===== config.mk =====
export PLATFORM = sky130hd
export DESIGN_NAME = dmem_ctrl
export DESIGN_NICKNAME = d
export VERILOG_FILES = /design/src/rtl/dmem_ctrl_pkg.sv /design/src/rtl/dmem_ctrl_align.sv /design/src/rtl/dmem_ctrl.sv
export SDC_FILE = /design/constraint.sdc
export NUM_CORES = 1
export LEC_CHECK = 0
export ABC_AREA = 1
export CORE_AREA = 3 3 137 139
export DETAILED_ROUTE_END_ITERATION = 6
export DIE_AREA = 0 0 140 142
export PLACE_DENSITY = 0.81
export RECOVER_POWER = 100
export SLEW_MARGIN = 25
export SYNTH_ARGS = -nofsm -noshare
export SYNTH_HDL_FRONTEND = slang
export SYNTH_HIERARCHICAL = 1
export SYNTH_SLANG_ARGS = --single-unit
export TNS_END_PERCENT = 1

===== constraint.sdc =====
create_clock -name clk -period 1.45 [get_ports clk]
set_clock_uncertainty 0.1 [all_clocks]
set_input_delay 0.145 -clock clk [delete_from_list [all_inputs] [get_ports clk]]
set_output_delay 0.145 -clock clk [all_outputs]
set_load 0.05 [all_outputs]

===== src/rtl/dmem_ctrl_pkg.sv =====
// Shared types and constants for the data-memory access controller.
// Access-width codes, FSM states and error-cause codes.
package dmem_ctrl_pkg;

    localparam logic [3:0] BYTE     = 4'd0;
    localparam logic [3:0] HALFWORD = 4'd1;
    localparam logic [3:0] WORD     = 4'd2;

    typedef enum logic [1:0] {
        S_IDLE = 2'd0,
        S_REQ  = 2'd1,
        S_DONE = 2'd2,
        S_ERR  = 2'd3
    } dmem_state_t;

    localparam logic ERR_MISALIGN = 1'b0;
    localparam logic ERR_TIMEOUT  = 1'b1;

endpackage


===== src/rtl/dmem_ctrl_align.sv =====
// Byte-lane steering for stores, extraction/extension for loads,
// and alignment checking. Purely combinational.
module lsu_align
    import dmem_ctrl_pkg::*;
(
    input  logic [3:0]  mode,
    input  logic        uns,
    input  logic [1:0]  addr,
    input  logic [31:0] wdata,
    input  logic [31:0] rdata,
    output logic [3:0]  be,
    output logic [31:0] wdata_st,
    output logic [31:0] rdata_ext,
    output logic        misaligned
);

    logic        is_b;
    logic        is_h;
    logic [31:0] shifted;

    assign is_b = (mode == BYTE);
    assign is_h = (mode == HALFWORD);

    // Unknown width codes fall into the word branch.
    always_comb begin
        be         = 4'b1111;
        wdata_st   = wdata;
        rdata_ext  = rdata;
        misaligned = 1'b0;
        shifted    = rdata >> {addr, 3'b000};
        unique case (1'b1)
            is_b: begin
                be        = 4'b0001 << addr;
                wdata_st  = {4{wdata[7:0]}};
                rdata_ext = {{24{shifted[7] & ~uns}}, shifted[7:0]};
            end
            is_h: begin
                be         = addr[1] ? 4'b1100 : 4'b0011;
                wdata_st   = {2{wdata[15:0]}};
                shifted    = rdata >> {addr[1], 4'b0000};
                rdata_ext  = {{16{shifted[15] & ~uns}}, shifted[15:0]};
                misaligned = addr[0];
            end
            default: begin
                misaligned = (addr != 2'b00);
            end
        endcase
    end

endmodule


===== src/rtl/dmem_ctrl.sv =====
// Multi-cycle load/store sequencer: one bus transaction per access,
// stalling the core until completion, misalignment or bus timeout.
module dmem_ctrl
    import dmem_ctrl_pkg::*;
#(
    parameter int TIMEOUT_CYCLES = 255
) (
    input  logic        clk,
    input  logic        rst_n,
    input  logic        ls_valid,
    input  logic        ls_we,
    input  logic [3:0]  ls_mode,
    input  logic        ls_unsigned,
    input  logic [31:0] ls_addr,
    input  logic [31:0] ls_wdata,
    output logic        stall,
    output logic        ls_done,
    output logic [31:0] ls_rdata,
    output logic        ls_err,
    output logic        err_cause,
    output logic        mem_req,
    output logic        mem_we,
    output logic [31:0] mem_addr,
    output logic [3:0]  mem_be,
    output logic [31:0] mem_wdata,
    input  logic        mem_ack,
    input  logic [31:0] mem_rdata
);

    localparam logic [15:0] TO_LAST = 16'(TIMEOUT_CYCLES - 1);

    dmem_state_t state;
    dmem_state_t state_n;

    logic [15:0] cnt;
    logic        we_q;
    logic [31:0] addr_q;
    logic [3:0]  be_q;
    logic [31:0] wdata_q;
    logic [31:0] rdata_q;
    logic        cause_q;

    logic [3:0]  be_c;
    logic [31:0] wdata_c;
    logic [31:0] rdata_c;
    logic        mis_c;
    logic        accept;
    logic        timeout;

    // ls_* stay stable through REQ, so one instance serves both
    // request setup in IDLE and load extension on the ack edge.
    lsu_align u_align (
        .mode       (ls_mode),
        .uns        (ls_unsigned),
        .addr       (ls_addr[1:0]),
        .wdata      (ls_wdata),
        .rdata      (mem_rdata),
        .be         (be_c),
        .wdata_st   (wdata_c),
        .rdata_ext  (rdata_c),
        .misaligned (mis_c)
    );

    assign accept  = (state == S_IDLE) && ls_valid;
    assign timeout = (cnt == TO_LAST);

    always_comb begin
        state_n = state;
        unique case (state)
            S_IDLE: begin
                if (ls_valid) state_n = mis_c ? S_ERR : S_REQ;
            end
            S_REQ: begin
                if (mem_ack)      state_n = S_DONE;
                else if (timeout) state_n = S_ERR;
            end
            S_DONE:  state_n = S_IDLE;
            S_ERR:   state_n = S_IDLE;
            default: state_n = S_IDLE;
        endcase
    end

    always_ff @(posedge clk or negedge rst_n) begin
        if (!rst_n) state <= S_IDLE;
        else        state <= state_n;
    end

    always_ff @(posedge clk or negedge rst_n) begin
        if (!rst_n) begin
            cnt     <= '0;
            we_q    <= 1'b0;
            addr_q  <= '0;
            be_q    <= '0;
            wdata_q <= '0;
            rdata_q <= '0;
            cause_q <= ERR_MISALIGN;
        end else if (accept) begin
            rdata_q <= '0;
            if (mis_c) begin
                cause_q <= ERR_MISALIGN;
            end else begin
                cnt     <= '0;
                we_q    <= ls_we;
                addr_q  <= {ls_addr[31:2], 2'b00};
                be_q    <= be_c;
                wdata_q <= wdata_c;
            end
        end else if (state == S_REQ) begin
            if (mem_ack) begin
                rdata_q <= we_q ? 32'h0 : rdata_c;
            end else if (timeout) begin
                cause_q <= ERR_TIMEOUT;
                rdata_q <= '0;
            end else begin
                cnt <= cnt + 16'd1;
            end
        end
    end

    assign stall     = accept || (state == S_REQ);
    assign ls_done   = (state == S_DONE);
    assign ls_rdata  = ls_done ? rdata_q : 32'h0;
    assign ls_err    = (state == S_ERR);
    assign err_cause = ls_err & cause_q;
    assign mem_req   = (state == S_REQ);
    assign mem_we    = mem_req & we_q;
    assign mem_addr  = mem_req ? addr_q : 32'h0;
    assign mem_be    = mem_req ? be_q : 4'h0;
    assign mem_wdata = mem_req ? wdata_q : 32'h0;

endmodule


==> flow_summary.yaml <==
place:
  placement.io_buffers: 209
  finalWeightedCongestion: 0.9679
  hpwl_um: 18340
  placed_cells: 1545
power:
  p_leak_nw: 5.843
  power.total_w: 0.02478
  peakVddDrop_mv: 1.454
  p_per_area_nw_per_um2: 1954
synth:
  ys_seq_elements: 118
  synth_cells: 1071
  ys_warn_count: 6
  syn_avg_cell_area_um2: 6.931
  syn_area_um2: 7423
  ys_types: 37
  yosysSeqAreaShare_pct: 39.78
worst_setup_path:
  arrival_ns: 1.66
  r2r-start: "state[0]"
  rrSetupSlack_ns: -0.15
  crit_path_end_kind: "output pin"
  worstSetupPathType: "flip-flop to output pin"
  crit_family: "buffers and inverters"
  cp_common_cell: "buf_12"
  worst-path-buf-inv: 4
  cp.required_ns: 1.21
  crit_slowest_cell: "dfrtp_1"
  crit_chain: "buf_6, nand2_4, buf_12, buf_12, nor2_4, buf_12"
  cp_max_fo: 15
  critPathLaunchType: "flip-flop"
  r2r_end: "cnt[13]"
  reg2reg_depth: 9
  slowest_delay_ns: 0.41
global_route:
  antenna_found_initial: 1
  overflow: 0
  grt_pass1_wl_um: 39800
  grt_pass1_vias: 8082
  grt_use_total_pct: 24.72
  grt_max_degree: 68
clock_network:
  root_buffer: "clkbuf_16"
  cts_made_buffers: 17
  clock_sinks: 118
  htree_levels: 4
  cts_tree: "yes"
  clock_path_buffers: 2
  worstSkewPairLatency_ns: 0.41
  clk_pin_slew_ns: 0.06
sta:
  period_share_pct: 131.6
  worst_slew_pin_slew_ns: 0.8680
  slew_headroom_pct: 42.13
  hold_slack_ns: 0.2033
  layout_setup_ws_ns: -0.4576
  maxSlewViolCount: 0
  min_period_ns: 1.908
  finalHoldViolCount: 0
  fmaxAchievable_mhz: 524.2
  final.setup.tns_ns: -53.67
  setup_viol: 220
  rsz0062_at_grt: "true"
cells_and_area:
  stdcell_count: 1580
  syn_to_final_growth_pct: 70.84
  final_nets: 1445
  drive_gt1_share_pct: 33.63
  postLayoutCoreUtil_pct: 71.33
routing:
  vias: 8004
  ant_nets: 0
  drc: 0
  vias_per_cell: 5.066
  finalWirelength_um: 24510
  firstDrtPassIters: 5
  drt-initial-drc-count: 770
  wl_per_cell_um: 15.51
floorplan:
  row_count: 49
  die_x_um: 140
  io_pins: 212
  die_h_um: 142
  core_area_um2: 17780
  initial_core_util_pct: 41.75
  die_area_um2: 19880
worst_hold_path:
  hold_start: "ls_addr[25]"
  min_to: "addr_q[25]"
  hold_class: "primary input to flip-flop"
  hold_path_depth: 3
run_status:
  violations: "setup timing"
  outcome: "finished, violations left"
job:
  max-cap-violations: 0
area by class of cell:
class | instances | area (µm²)
multi-input cells | 736 | 4335
inverters | 143 | 550.5
diodes | 1 | 2.502
clock inverters | 14 | 175.2
fillers | 1309 | 5097
well taps | 229 | 286.5
clock buffers | 18 | 439.2
repair buffers | 321 | 3940
flip-flops and latches | 118 | 2953
routing by layer:
metal / share of wire [%] / vias up / global-route usage [%]
met2: 49 / 389 / 41.71
met5: 0 / - / 0
li1: - / 3858 / -
met1: 38 / 3687 / 30.47
met3: 9.0 / 70 / 5.880
met4: 3.8 / 0 / 10.66
logic make-up (layout without fill, tap and decap cells):
kind of cell,after synthesis,count (layout),synth area share [%]
AND/OR/NAND/NOR,586,586,33.20
buffers and inverters,218,496,13.75
AO/OA/AOI/OAI,142,142,12.41
flip-flops,118,118,39.78
XOR/XNOR,4,4,0.4720
adder cells (fa/ha/maj),2,2,0.3370
other,1,3,0.05052
flip-flops by register name, summed over array words and instances (netlist names):
register / count
addr_q: 30
be_q: 4
cause_q: 1
cnt: 16
rdata_q: 32
state: 2
wdata_q: 32
we_q: 1
power breakdown:
group,internal [W],switching (W)
clock,0.00276,0.00161
combinational,0.00629,0.00917
sequential,0.00449,0.000458
total,0.0135,0.0112
Yosys cell counts, drive strengths merged:
cell | n | share of area, %
a211oi | 2 | 0.20
a21oi | 71 | 6.5
buf | 53 | 5.3
clkbuf | 22 | 1.1
clkinv | 3 | 0.22
conb | 1 | 0.051
dfrtp | 118 | 40
ha | 2 | 0.34
inv | 140 | 7.1
nand2 | 273 | 14
nand3 | 59 | 4.2
nand3b | 2 | 0.20
nand4 | 36 | 3.0
nor2 | 214 | 11
nor3 | 2 | 0.13
o211ai | 9 | 0.91
o21a | 1 | 0.10
o21ai | 56 | 4.4
o21bai | 3 | 0.30
xnor2 | 1 | 0.12
xor2 | 3 | 0.35
worst min-delay path, cell delays in order:
cell and delay [ns]:
clkdlybuf4s50_1 0.39, nor2_1 0.10, a21oi_1 0.04
cells in the final DEF (no fill, tap or decap), types with 6 or more instances in the layout:
cell | netlist | layout
nand3_1 | 57 | 56
nor2_1 | 210 | 86
o21ai_1 | 19 | 19
a21oi_1 | 40 | 40
nand4_1 | 36 | 36
buf_6 | 16 | 39
nor2_2 | 1 | 25
nand2_1 | 265 | 256
nor2_4 | 2 | 102
nand2_4 | 4 | 6
o21ai_0 | 24 | 23
inv_2 | 5 | 9
o211ai_1 | 9 | 9
buf_4 | 14 | 85
a21oi_2 | 30 | 30
clkdlybuf4s50_1 | 0 | 103
inv_1 | 135 | 128
o21ai_2 | 13 | 14
clkbuf_16 | 0 | 17
buf_12 | 0 | 90
dfrtp_1 | 118 | 118
clkinvlp_4 | 0 | 7
nand2_2 | 4 | 9
how the worst max path moves through the flow:
stage / startpoint / to / slack [ns] / cells past startpoint
6_report: state[0] / mem_addr[30] / -0.46 / 6
5_1_grt: state[0] / mem_wdata[2] / -0.51 / 6
4_1_cts: state[0] / mem_addr[30] / -0.48 / 6
3_5_place_dp: ls_addr[0] / wdata_q[13] / -0.69 / 8
3_3_place_gp: ls_addr[0] / rdata_q[26] / -0.59 / 11
2_1_floorplan: state[1] / ls_rdata[10] / -0.16 / 5
stage by stage:
step / setup WS, ns / cell area (µm²)
after floorplan: -0.1584 / 8219
after global placement: -0.5937 / 11750
after detailed placement: -0.6856 / 11750
after CTS: -0.4754 / 12650
after global routing: -0.5127 / 12680
final: -0.4576 / 12680
what timing repair did:
action / in CTS / in global routing
pin swaps: 5 / 2
resized for setup: 81 / 17
buffers inserted: 0 / 1
setup endpoints to repair: 220 / 220
gates cloned: 0 / 0
hold buffers: 1 / 0
hold endpoints to repair: 118 / 0
No activity file was read; power rests on OpenSTA's default activity.
